===== src/rtl/vga_pkg.sv =====
// Shared VGA definitions: active-area defaults, field widths, scheduler state
// encoding, the request record and the coordinate clamp helper.
package vga_pkg;

  localparam int H_ACTIVE_DEF = 640;
  localparam int V_ACTIVE_DEF = 480;
  localparam int COORD_W      = 10;
  localparam int COLOR_W      = 4;

  localparam logic [1:0] ST_IDLE = 2'd0;
  localparam logic [1:0] ST_CALC = 2'd1;
  localparam logic [1:0] ST_PEND = 2'd2;

  typedef struct packed {
    logic               rel;
    logic [COORD_W-1:0] x;
    logic [COORD_W-1:0] y;
    logic [COLOR_W-1:0] color;
  } box_req_t;

  // Absolute: val itself. Relative: base + sign-extended val, done two bits
  // wider so neither underflow below 0 nor overflow past 1023 can wrap.
  function automatic logic [COORD_W-1:0] clamp_coord(
    input logic               rel,
    input logic [COORD_W-1:0] base,
    input logic [COORD_W-1:0] val,
    input logic [COORD_W-1:0] maxv
  );
    logic signed [COORD_W+1:0] sum;
    sum = rel ? ($signed({2'b00, base}) + $signed({{2{val[COORD_W-1]}}, val}))
              : $signed({2'b00, val});
    if (sum[COORD_W+1])                    return '0;
    else if (sum > $signed({2'b00, maxv})) return maxv;
    else                                   return sum[COORD_W-1:0];
  endfunction

endpackage


===== src/rtl/vga_vsync_sync.sv =====
// Brings the asynchronous vsync into sys_clk and emits a registered one-cycle
// frame_tick on the frame-boundary edge (falling for active-low sync).
module vga_vsync_sync #(
  parameter int ACTIVE_LOW = 1
)(
  input  logic sys_clk,
  input  logic sys_rst,
  input  logic vsync,
  output logic frame_tick
);

  // Reset to the idle level so leaving reset cannot look like an edge.
  localparam logic IDLE_LVL = (ACTIVE_LOW != 0);

  // [0],[1]: two-flop synchronizer, [2]: previous synchronized level.
  logic [2:0] vs_pipe;
  logic       edge_det;

  assign edge_det = IDLE_LVL ? (vs_pipe[2] & ~vs_pipe[1])
                             : (~vs_pipe[2] & vs_pipe[1]);

  // Synchronizer and edge history shift register.
  always_ff @(posedge sys_clk or posedge sys_rst) begin
    if (sys_rst) vs_pipe <= {3{IDLE_LVL}};
    else         vs_pipe <= {vs_pipe[1:0], vsync};
  end

  // Registered tick: third cycle after the raw vsync edge.
  always_ff @(posedge sys_clk or posedge sys_rst) begin
    if (sys_rst) frame_tick <= 1'b0;
    else         frame_tick <= edge_det;
  end

endmodule


===== src/rtl/vga_box_sched.sv =====
// Character-box scheduler: round-robin grant of move/recolour requests from
// two requesters, clamp to the active area, commit only on the frame tick.
module vga_box_sched
  import vga_pkg::*;
#(
  parameter int H_ACTIVE         = H_ACTIVE_DEF,
  parameter int V_ACTIVE         = V_ACTIVE_DEF,
  parameter int BOX_W            = 64,
  parameter int BOX_H            = 32,
  parameter int VSYNC_ACTIVE_LOW = 1
)(
  input  logic                    sys_clk,
  input  logic                    sys_rst,
  input  logic                    vsync,
  input  logic [1:0]              req_valid,
  output logic [1:0]              req_ready,
  input  logic [1:0]              req_rel,
  input  logic [1:0][COORD_W-1:0] req_x,
  input  logic [1:0][COORD_W-1:0] req_y,
  input  logic [1:0][COLOR_W-1:0] req_color,
  output logic [COORD_W-1:0]      char_x_start,
  output logic [COORD_W-1:0]      char_x_end,
  output logic [COORD_W-1:0]      char_y_start,
  output logic [COORD_W-1:0]      char_y_end,
  output logic [COLOR_W-1:0]      char_color,
  output logic                    upd,
  output logic                    busy
);

  localparam logic [COORD_W-1:0] X_MAX  = COORD_W'(H_ACTIVE - BOX_W);
  localparam logic [COORD_W-1:0] Y_MAX  = COORD_W'(V_ACTIVE - BOX_H);
  localparam logic [COORD_W-1:0] X_RST  = COORD_W'((H_ACTIVE - BOX_W) / 2);
  localparam logic [COORD_W-1:0] Y_RST  = COORD_W'((V_ACTIVE - BOX_H) / 2);
  localparam logic [COORD_W-1:0] W_M1   = COORD_W'(BOX_W - 1);
  localparam logic [COORD_W-1:0] H_M1   = COORD_W'(BOX_H - 1);

  logic [1:0]         state;
  logic               rr_ptr;
  logic               gnt_idx;
  logic               frame_tick;
  logic               commit;
  box_req_t           cur_req;
  box_req_t           req_q;
  logic [COORD_W-1:0] pend_x;
  logic [COORD_W-1:0] pend_y;

  vga_vsync_sync #(.ACTIVE_LOW(VSYNC_ACTIVE_LOW)) u_vs (
    .sys_clk    (sys_clk),
    .sys_rst    (sys_rst),
    .vsync      (vsync),
    .frame_tick (frame_tick)
  );

  // Preferred requester wins if valid, otherwise the other one.
  assign gnt_idx = req_valid[rr_ptr] ? rr_ptr : ~rr_ptr;
  assign cur_req = {req_rel[gnt_idx], req_x[gnt_idx], req_y[gnt_idx], req_color[gnt_idx]};
  assign commit  = (state == ST_PEND) && frame_tick;

  // Grant / clamp / wait-for-frame control; ticks outside PEND are dropped.
  always_ff @(posedge sys_clk or posedge sys_rst) begin
    if (sys_rst) begin
      state     <= ST_IDLE;
      rr_ptr    <= 1'b0;
      req_ready <= '0;
      busy      <= 1'b0;
      req_q     <= '0;
      pend_x    <= '0;
      pend_y    <= '0;
    end else begin
      req_ready <= '0;
      case (state)
        ST_IDLE: if (|req_valid) begin
          req_ready <= gnt_idx ? 2'b10 : 2'b01;
          req_q     <= cur_req;
          rr_ptr    <= ~gnt_idx;
          busy      <= 1'b1;
          state     <= ST_CALC;
        end
        // Relative moves are based on the committed box, never pending data.
        ST_CALC: begin
          pend_x <= clamp_coord(req_q.rel, char_x_start, req_q.x, X_MAX);
          pend_y <= clamp_coord(req_q.rel, char_y_start, req_q.y, Y_MAX);
          state  <= ST_PEND;
        end
        ST_PEND: if (frame_tick) begin
          busy  <= 1'b0;
          state <= ST_IDLE;
        end
        default: state <= ST_IDLE;
      endcase
    end
  end

  // Committed box registers, touched only on a tick seen in PEND.
  always_ff @(posedge sys_clk or posedge sys_rst) begin
    if (sys_rst) begin
      char_x_start <= X_RST;
      char_x_end   <= X_RST + W_M1;
      char_y_start <= Y_RST;
      char_y_end   <= Y_RST + H_M1;
      char_color   <= '1;
      upd          <= 1'b0;
    end else begin
      upd <= commit;
      if (commit) begin
        char_x_start <= pend_x;
        char_x_end   <= pend_x + W_M1;
        char_y_start <= pend_y;
        char_y_end   <= pend_y + H_M1;
        char_color   <= req_q.color;
      end
    end
  end

endmodule


===== config.mk =====
export PLATFORM = sky130hd
export DESIGN_NAME = vga_box_sched
export DESIGN_NICKNAME = d
export VERILOG_FILES = /design/src/rtl/vga_pkg.sv /design/src/rtl/vga_vsync_sync.sv /design/src/rtl/vga_box_sched.sv
export SDC_FILE = /design/constraint.sdc
export NUM_CORES = 1
export LEC_CHECK = 0
export ABC_AREA = 1
export ABC_CLOCK_PERIOD_IN_PS = 8750
export CORE_MARGIN = 2
export CORE_UTILIZATION = 57
export DETAILED_ROUTE_END_ITERATION = 12
export GPL_ROUTABILITY_DRIVEN = 0
export GPL_TIMING_DRIVEN = 1
export MAX_ROUTING_LAYER = met4
export PLACE_DENSITY_LB_ADDON = 0.25
export SKIP_CTS_REPAIR_TIMING = 1
export SLEW_MARGIN = 10
export SYNTH_ARGS = -nofsm -noshare
export SYNTH_HDL_FRONTEND = slang
export SYNTH_SLANG_ARGS = --single-unit

===== constraint.sdc =====
create_clock -name sys_clk -period 8.75 [get_ports sys_clk]
set_input_delay 0.875 -clock sys_clk [delete_from_list [all_inputs] [get_ports sys_clk]]
set_output_delay 0.875 -clock sys_clk [all_outputs]
set_load 0.005 [all_outputs]

==> results of run 1 <==
-- routing by layer --
| metal | GRT usage, % | part of all wire [%] |
|---|---|---|
| met1 | 35.04 | 40 |
| met2 | 51.59 | 51 |
| met3 | 3.618 | 6.0 |
| met4 | 12.86 | 3.4 |
| met5 | - | 0 |
-- how the worst min path moves through the flow --
stage / from / endpoint / depth (start not counted)
floorplan: u_vs.vs_pipe[0] / u_vs.vs_pipe[1] / 0
global placement: u_vs.vs_pipe[0] / u_vs.vs_pipe[1] / 0
detailed placement: u_vs.vs_pipe[0] / u_vs.vs_pipe[1] / 0
CTS: u_vs.vs_pipe[0] / u_vs.vs_pipe[1] / 0
global route: u_vs.vs_pipe[0] / u_vs.vs_pipe[1] / 0
finish: u_vs.vs_pipe[1] / u_vs.vs_pipe[2] / 0
-- cell usage in the layout (no fill, tap or decap), types with 3 or more instances in the layout --
master | synthesis | final
nand2_1 | 326 | 326
clkdlybuf4s50_1 | 0 | 102
inv_1 | 85 | 84
dfrtp_1 | 73 | 73
nand3_1 | 71 | 71
nor2_1 | 48 | 47
o21ai_0 | 35 | 35
dfstp_2 | 27 | 27
ha_1 | 24 | 24
a21oi_1 | 17 | 17
clkbuf_8 | 0 | 10
nand4_1 | 9 | 9
o211ai_1 | 9 | 9
nand2_2 | 8 | 8
a31oi_1 | 5 | 5
or2_2 | 5 | 5
nand3_2 | 3 | 3
buf_4 | 1 | 3
-- power by group through the flow --
stage          logic, µW  registers [µW]  clock network, µW
2_1_floorplan        953             817                  0
3_3_place_gp        1290             885                  0
3_5_place_dp        1350             889                  0
4_1_cts             1360             882                295
5_1_grt             1560             907                318
6_report            1370             887                293
-- cell type report --
cell class | count | share of cell area [%]
timing repair buffer | 105 | 14.75
multi-input combinational | 581 | 39.56
inverter | 89 | 4.757
clock buffer | 10 | 1.945
sequential | 100 | 35.84
tap | 133 | 2.352
clock inverter | 6 | 0.7958
-- registers in the layout (all words and copies together), names as in the netlist, 2 cells and up --
| signal | count |
|---|---|
| char_x_end | 10 |
| char_color | 4 |
| pend_x | 10 |
| pend_y | 10 |
| char_x_start | 10 |
| req_ready | 2 |
| req_q | 25 |
| char_y_start | 10 |
| char_y_end | 10 |
| u_vs.vs_pipe | 3 |
| state | 2 |
-- metrics by stage --
stage          area (µm²)  setup slack (ns)
6_report             7076             5.505
5_1_grt              7076             5.244
4_1_cts              7076             5.533
3_5_place_dp         6882             5.181
3_3_place_gp         6882             5.329
2_1_floorplan        5778             5.301
-- kinds of logic (layout without fill, tap and decap cells) --
| logic type | Yosys count | count (layout) | synth area share, % |
|---|---|---|---|
| AO/OA/AOI/OAI | 76 | 76 | 7.536 |
| buffers and inverters | 110 | 210 | 7.796 |
| AND/OR/NAND/NOR | 477 | 477 | 34.58 |
| flip-flops | 100 | 100 | 43.89 |
| adder cells (fa/ha/maj) | 26 | 26 | 5.890 |
| XOR/XNOR | 2 | 2 | 0.3032 |
-- critical path: stages --
cell and delay, ns:
clkdlybuf4s50_1 0.43, o21ai_2 0.63, inv_1 0.39, nand2_1 0.16, clkinv_1 0.60, nand2_1 0.28, o211ai_1 0.11
==> impl_metrics.py, run 1 <==
metrics = {
    "cells_and_area": {
        "filler_cell_count": 820,
        "register_area_um2": 2536,
        "final_util_pct": 72.06,
        "area_growth_pct": 22.46,
        "drive_gt1_share_pct": 8.193,
        "n_antenna_cell": 0,
        "fin_nets": 967,
        "stdcell_count": 1024,
        "multi_input_area_um2": 2799,
    },
    "placement": {
        "dp_cells": 1008,
        "dp_hpwl_um": 11090,
        "portBuffers": 102,
    },
    "detailed_routing": {
        "wl_um": 15030,
        "first_pass_iters": 6,
        "viasPerCell": 5.539,
        "via_count": 5672,
        "drt.antenna.violating_nets": 0,
        "post_drt_wl_per_cell_um": 14.67,
        "drtIter0Drc": 426,
        "drcViolationCount": 0,
    },
    "synth": {
        "synth_top_area_share_pct": 31.62,
        "syn_nets": 872,
        "ys_ff_latch": 100,
        "synthFlopType": "dfrtp_1",
        "synth_area_um2": 5778,
        "async_reset_ff_share_pct": 100.0,
        "netlist_instances": 791,
        "synth_edf_count": 0,
        "yosysWarnings": 0,
        "avgSynthCellArea_um2": 7.305,
        "synth.area.top_cells": "dfrtp_1 (32%), nand2_1 (21%), dfstp_2 (12%)",
        "ys_seq_area_share_pct": 43.89,
        "synth_most_common_cell": "nand2_1",
        "synth_cell_types": 39,
        "synth_common_cells": "nand2_1 (326), inv_1 (85), dfrtp_1 (73), nand3_1 (71), nor2_1 (48)",
        "yosysTopAreaCell": "dfrtp_1",
    },
    "critical_path": {
        "critPathMaxFanout": 27,
        "crit_end": "req_q[5]",
        "crit_arrival_ns": 3.48,
        "ff2ff_setup_slack_ns": 5.85,
        "r2r_cells": 13,
        "regToRegEndpoint": "pend_x[6]",
        "critPathRequiredTime_ns": 8.99,
        "timing.rr.start": "req_q[24]",
        "end_kind": "flip-flop",
        "critPathLaunchType": "input port",
        "criticalPathCategory": "in -> reg",
        "crit_start": "req_valid[1]",
    },
    "floorplan": {
        "start_util_pct": 58.84,
        "core_um2": 9819,
        "io_pins": 103,
        "die_h_um": 104.7,
        "die_area_um2": 10960,
        "rows": 36,
        "die_width_um": 104.7,
    },
    "timing": {
        "hold-worst-slack_ns": 0.3805,
        "hold_viol_final": 0,
        "fin_crit_sh_pct": 37.09,
        "drv_slew": 0,
        "rsz0062_at_grt": "no",
        "tightestPinTransition_ns": 1.198,
        "setup_tns_ns": 0,
        "finalClockSkew_ns": 0.01513,
        "fin_crit_ns": 3.245,
        "timing.fmax_mhz": 308.2,
        "relSlewSlack_pct": 20.13,
        "setup_violations": 0,
    },
    "outcome": {
        "status": "completed",
    },
    "power": {
        "irDropWorstVdd_v": 0.0002000,
        "cellLeakagePower_uw": 0.003558,
        "p_clk_share_pct": 11.5,
        "p_sw_share_pct": 46.07,
        "power_uw": 2547,
        "p_comb_share_pct": 53.7,
        "p_sw_uw": 1173,
        "p_per_area_nw_per_um2": 360.0,
        "pwr-share-seq_pct": 34.8,
        "p_int_uw": 1374,
    },
    "clocking": {
        "cts_tree": "yes",
        "cts_made_buffers": 9,
        "cts_root_buf": "clkbuf_8",
        "htreeDepth": 3,
        "cts_num_sinks": 100,
        "clk_latency_ns": 0.37,
        "cts_buffer_depth": 2,
        "clk_pin_slew_ns": 0.09,
    },
    "global_route": {
        "grt_pass1_vias": 5636,
        "antenna_found_initial": 0,
        "grt_max_degree": 61,
        "grt_pass1_wl_um": 25740,
        "grt_usage_pct": 29.76,
        "overflow": 0,
    },
    "run": {
        "drv_cap": 0,
    },
    "min_path": {
        "hp-class": "reg -> reg",
    },
}
(Power assumes the default switching activity.)
==> run 2, diff against run 1 <==
- ABC_CLOCK_PERIOD_IN_PS: 8750 -> 3100
- CORE_UTILIZATION: 57 -> 53
- clock period: 8.75 -> 3.1 ns (I/O delays scaled with it)
==> run 2 against run 1 <==
Net effect:
- register-to-register slack got worse by 5.2 ns
- setup slack got worse by 4.8 ns
- non-clock buffer count rose by 3
- total power rose to 2.8 times the previous value
- cell area rose by 0.58%
- via count fell by 3.6%
- sequential share of layout area fell by 0.21 points
- critical path type is now reg -> reg
==> impl_metrics.py, run 2 (synthesis results as in run 1) <==
metrics = {
    "outcome": {
        "status": "completed",
    },
    "detailed_routing": {
        "via_count": 5468,
        "post_drt_wl_per_cell_um": 14.37,
        "drtIter0Drc": 339,
        "viasPerCell": 5.288,
        "wl_um": 14860,
        "drcViolationCount": 0,
        "drt.antenna.violating_nets": 0,
        "first_pass_iters": 5,
    },
    "placement": {
        "dp_hpwl_um": 11220,
        "place_area_um2": 6923,
        "pre_cts_ws_ns": 0.7425,
        "portBuffers": 102,
    },
    "floorplan": {
        "rows": 38,
        "die_h_um": 108.4,
        "io_pins": 103,
        "die_width_um": 108.4,
        "die_area_um2": 11750,
        "start_util_pct": 53.77,
        "core_um2": 10750,
    },
    "critical_path": {
        "critPathRequiredTime_ns": 3.37,
        "critPathMaxFanout": 10,
        "criticalPathCategory": "reg -> reg",
        "cp_cell_sequence": "ha_1, inv_1, fa_1, inv_1, nand3_1, nand2_1, nand2_1, nand3_1, nand2_1, nor2_1, nand3_1, nor2_1, nand2_2, nand3_4, nand2_1, nand2_1, nand2_1",
        "critPathLaunchType": "flip-flop",
        "critPathMaxStageDelay_ns": 0.38,
        "slowest_stage": "dfrtp_1",
        "crit_top_cell": "nand2_1",
        "end_kind": "flip-flop",
        "crit_arrival_ns": 2.68,
    },
    "power": {
        "p_int_uw": 3892,
        "p_comb_share_pct": 54.2,
        "power_uw": 7165,
        "p_clk_share_pct": 11.5,
        "p_sw_uw": 3273,
        "cellLeakagePower_uw": 0.003577,
        "pwr-share-seq_pct": 34.3,
        "p_per_area_nw_per_um2": 1007,
        "irDropWorstVdd_v": 0.0004647,
        "p_sw_share_pct": 45.68,
    },
    "timing": {
        "tightestPinTransition_ns": 0.7072,
        "timing.fmax_mhz": 415.2,
        "fin_crit_sh_pct": 77.69,
        "hold_viol_final": 0,
        "setup_tns_ns": 0,
        "worst_slack_ns": 0.6917,
        "drv_slew": 0,
        "rsz0062_at_grt": "no",
        "finalClockSkew_ns": 0.01545,
        "setup_violations": 0,
        "relSlewSlack_pct": 52.56,
        "fin_crit_ns": 2.408,
    },
    "cells_and_area": {
        "final_common_cell": "nand2_1",
        "area_growth_pct": 23.17,
        "final_area_um2": 7117,
        "n_antenna_cell": 0,
        "top_register": "req_q",
        "final_cell_mix": "nand2_1 (326), clkdlybuf4s50_1 (102), inv_1 (84)",
        "fin_nets": 970,
        "drive_gt1_share_pct": 8.389,
        "largest_register_ffs": 25,
    },
    "clocking": {
        "cts_num_sinks": 100,
        "cts_tree": "yes",
        "clk_pin_slew_ns": 0.11,
        "cts_buffer_depth": 2,
        "htreeDepth": 3,
        "cts_root_buf": "clkbuf_8",
        "cts_made_buffers": 9,
        "clk_latency_ns": 0.37,
    },
    "global_route": {
        "overflow": 0,
        "grt_usage_pct": 28.06,
        "grt_pass1_wl_um": 25160,
        "grt_pass1_vias": 5475,
        "grt_max_degree": 57,
        "antenna_found_initial": 0,
    },
    "run": {
        "drv_cap": 0,
    },
    "min_path": {
        "hp-class": "reg -> reg",
    },
}
## run 2: cell types whose count changed in the layout (fill, tap and decap cells not counted), sizes merged
cell	change
buf	+3
clkinv	+1
inv	-1
## run 2: final timing paths
path / endpoint / cells after the start / startpoint / slack [ns]
worst max-delay path: pend_x[6] / 17 / char_x_start[0] / 0.69
worst min-delay path: u_vs.vs_pipe[1] / 0 / u_vs.vs_pipe[0] / 0.35
worst max register to register: pend_x[6] / 17 / char_x_start[0] / 0.69
worst min register to register: u_vs.vs_pipe[1] / 0 / u_vs.vs_pipe[0] / 0.35
max in group asynchronous: char_y_end[0] / 3 / sys_rst / 1.95
min in group asynchronous: req_ready[1] / 2 / sys_rst / 0.39
## run 2: metal layers
layer | share of wire (%) | GRT usage, % | vias up
met2 | 51 | 48.35 | 153
met5 | 0 | - | -
met3 | 4.2 | 3.918 | 40
li1 | - | - | 2702
met1 | 42 | 32.40 | 2573
met4 | 3.4 | 12.82 | 0
## run 2: final cells by class
type / instances / area, µm²
repair buffers: 108 / 1079
flip-flops and latches: 100 / 2536
clock buffers: 10 / 137.6
multi-input cells: 581 / 2796
clock inverters: 6 / 56.30
well taps: 140 / 175.2
inverters: 89 / 336.6
fillers: 924 / 3628
## run 2: critical path, delay by kind of cell (launching register included)
kind / cells / cell delay [ns]
adder cells (fa/ha/maj): 2 / 0.62
flip-flops: 1 / 0.38
buffers and inverters: 2 / 0.19
AND/OR/NAND/NOR: 13 / 1.11
## run 2: power groups by stage
| stage | Combinational (µW) | Clock (µW) | Sequential [µW] |
|---|---|---|---|
| 2_1_floorplan | 2690 | 0 | 2310 |
| 3_3_place_gp | 3730 | 0 | 2460 |
| 3_5_place_dp | 3850 | 0 | 2470 |
| 4_1_cts | 3880 | 839 | 2450 |
| 5_1_grt | 4430 | 887 | 2520 |
| 6_report | 3880 | 825 | 2460 |
## run 2: metrics by stage
step | cells | utilization, % | hold slack, ns
floorplan | 791 | - | 0.3145
global placement | 1018 | 64.43 | 0.3484
detailed placement | 1018 | 64.43 | 0.3507
CTS | 1034 | 66.23 | 0.3534
global route | 1034 | 66.23 | 0.3486
finish | 1034 | 66.23 | 0.3513
==> run 3, diff against run 2 <==
- ABC_CLOCK_PERIOD_IN_PS: 3100 -> 2100
- CORE_UTILIZATION: 53 -> 48
- clock period: 3.1 -> 2.1 ns (I/O delays scaled with it)
==> run 3 against run 2 <==
Net effect:
- the flow now finishes with violations (setup timing)
- total power up 75%
- flip-flop and latch count did not move
- final cell count up 8.1%
- global-route usage fell by 1.1 points
- highest routed layer unchanged
- clock-buffer cell count rose by 2
- combinational power grew 91%
- core utilization up 0.54 points
- critical path type unchanged
==> impl_metrics.py, run 3 (synthesis results as in run 1) <==
metrics = {
    "placement": {
        "dp_hpwl_um": 11830,
        "place_area_um2": 7468,
        "portBuffers": 102,
        "pre_cts_ws_ns": -0.2026,
    },
    "global_route": {
        "grt_pass1_vias": 5601,
        "grt_pass1_wl_um": 26500,
        "grt_usage_pct": 26.96,
        "antenna_found_initial": 0,
        "grt_max_degree": 101,
        "overflow": 0,
    },
    "timing": {
        "hold-worst-slack_ns": 0.2604,
        "worst_slack_ns": -0.1684,
        "setup_violations": 19,
        "hold_viol_final": 0,
        "setup_tns_ns": -1.995,
        "finalClockSkew_ns": 0.005552,
        "drv_slew": 0,
        "tightestPinTransition_ns": 0.6118,
        "fin_crit_sh_pct": 108.0,
        "rsz0062_at_grt": "yes",
        "relSlewSlack_pct": 59.12,
        "fin_crit_ns": 2.268,
        "timing.fmax_mhz": 440.8,
    },
    "critical_path": {
        "slowest_stage": "fa_2",
        "critPathLaunchType": "flip-flop",
        "crit_arrival_ns": 2.52,
        "crit_top_cell": "nand2_1",
        "end_kind": "flip-flop",
        "cp_top_family": "simple AND/OR/NAND/NOR gates",
        "criticalPathCategory": "reg -> reg",
        "critPathMaxStageDelay_ns": 0.52,
        "critPathRequiredTime_ns": 2.35,
        "cp_num_buf_inv": 1,
        "critPathMaxFanout": 5,
        "cp_cell_sequence": "ha_2, inv_2, fa_2, nand2_2, o21ai_2, nand2_1, nor2_1, nand3_1, nor2_1, nand3_1, nor2_2, nand2_2, nand3_4, nand2_1, nand2_1, nand2_1",
    },
    "cells_and_area": {
        "fin_nets": 1047,
        "top_register": "req_q",
        "final_cell_mix": "nand2_1 (314), clkdlybuf4s50_1 (102), inv_1 (79), buf_4 (79), dfrtp_1 (73)",
        "n_antenna_cell": 0,
        "filler_cell_count": 1001,
        "drive_gt1_share_pct": 18.85,
        "largest_register_ffs": 25,
        "final_util_pct": 66.77,
        "final_area_um2": 7920,
        "final_common_cell": "nand2_1",
        "area_growth_pct": 37.07,
    },
    "floorplan": {
        "die_area_um2": 12930,
        "die_h_um": 113.7,
        "io_pins": 103,
        "core_um2": 11860,
        "rows": 40,
        "start_util_pct": 48.71,
        "die_width_um": 113.7,
    },
    "detailed_routing": {
        "wl_met2_um": 8331,
        "met1Wirelength_um": 6545,
        "drt.antenna.violating_nets": 0,
        "drcViolationCount": 0,
        "wl_met3_um": 677,
        "drtIter0Drc": 393,
        "wl_um": 16180,
        "first_pass_iters": 5,
        "viasPerCell": 5.157,
        "top_layer_used": "met4",
        "via_count": 5766,
        "post_drt_wl_per_cell_um": 14.47,
    },
    "clocking": {
        "clk_pin_slew_ns": 0.07,
        "htreeDepth": 3,
        "cts_tree": "yes",
        "cts_made_buffers": 9,
        "cts_num_sinks": 100,
        "cts_buffer_depth": 2,
        "clk_latency_ns": 0.36,
        "cts_root_buf": "clkbuf_16",
    },
    "outcome": {
        "status": "finished, violations left",
        "violations": "setup timing",
    },
    "min_path": {
        "hp-class": "in -> reg",
    },
    "power": {
        "p_per_area_nw_per_um2": 1587,
        "irDropWorstVdd_v": 0.0007862,
        "cellLeakagePower_uw": 0.004007,
    },
    "run": {
        "drv_cap": 0,
    },
}
[run 3: cell types whose count changed in the layout (fill, tap and decap cells not counted), sizes merged]
cell      delta
buf         +75
inv          -3
clkbuf       +2
bufinv       +1
clkinv       -1
clkinvlp     +1
nand2        +1
nand3        +1
[run 3: final timing paths]
path	start	end	slack, ns	cells after the start
worst max-delay path	char_x_start[0]	pend_x[6]	-0.17	16
worst min-delay path	vsync	u_vs.vs_pipe[0]	0.26	1
worst max register to register	char_x_start[0]	pend_x[6]	-0.17	16
worst min register to register	u_vs.vs_pipe[0]	u_vs.vs_pipe[1]	0.36	0
max in group asynchronous	sys_rst	char_x_end[8]	1.31	3
min in group asynchronous	sys_rst	busy	0.34	3
[run 3: routing by layer]
| metal | track usage, % | vias to the layer above |
|---|---|---|
| li1 | - | 2869 |
| met4 | 10.73 | 0 |
| met1 | 30.39 | 2717 |
| met3 | 5.632 | 38 |
| met5 | - | - |
| met2 | 46.99 | 142 |
[run 3: final cells by class]
| type | count | area (µm²) | share of cell area [%] |
|---|---|---|---|
| Inverter | 89 | 337.8 | 4.265 |
| Multi-Input combinational cell | 583 | 2910 | 36.75 |
| Timing Repair Buffer | 183 | 1654 | 20.88 |
| Sequential cell | 100 | 2536 | 32.02 |
| Clock buffer | 12 | 246.5 | 3.112 |
| Clock inverter | 4 | 51.30 | 0.6477 |
| Tap cell | 147 | 183.9 | 2.322 |
[run 3: power breakdown]
part / internal [µW] / leakage (µW) / total, µW / switching [µW]
Combinational: 3440 / 0.00265 / 7430 / 3990
Sequential: 2870 / 0.00121 / 3440 / 564
Clock: 958 / 0.000143 / 1710 / 748
[run 3: metrics by stage]
step	total power [µW]	instances
after floorplan	7380	791
after global placement	10330	1094
after detailed placement	10450	1094
after CTS	12220	1110
after global routing	13670	1118
final	12570	1118
[run 3: worst register-to-register path, delay by kind of cell, from the launching register on]
family	cells	cell delay (ns)
flops	1	0.39
simple gates	12	0.93
compound gates	1	0.08
fa+ha+maj	2	0.73
buf+inv	1	0.04
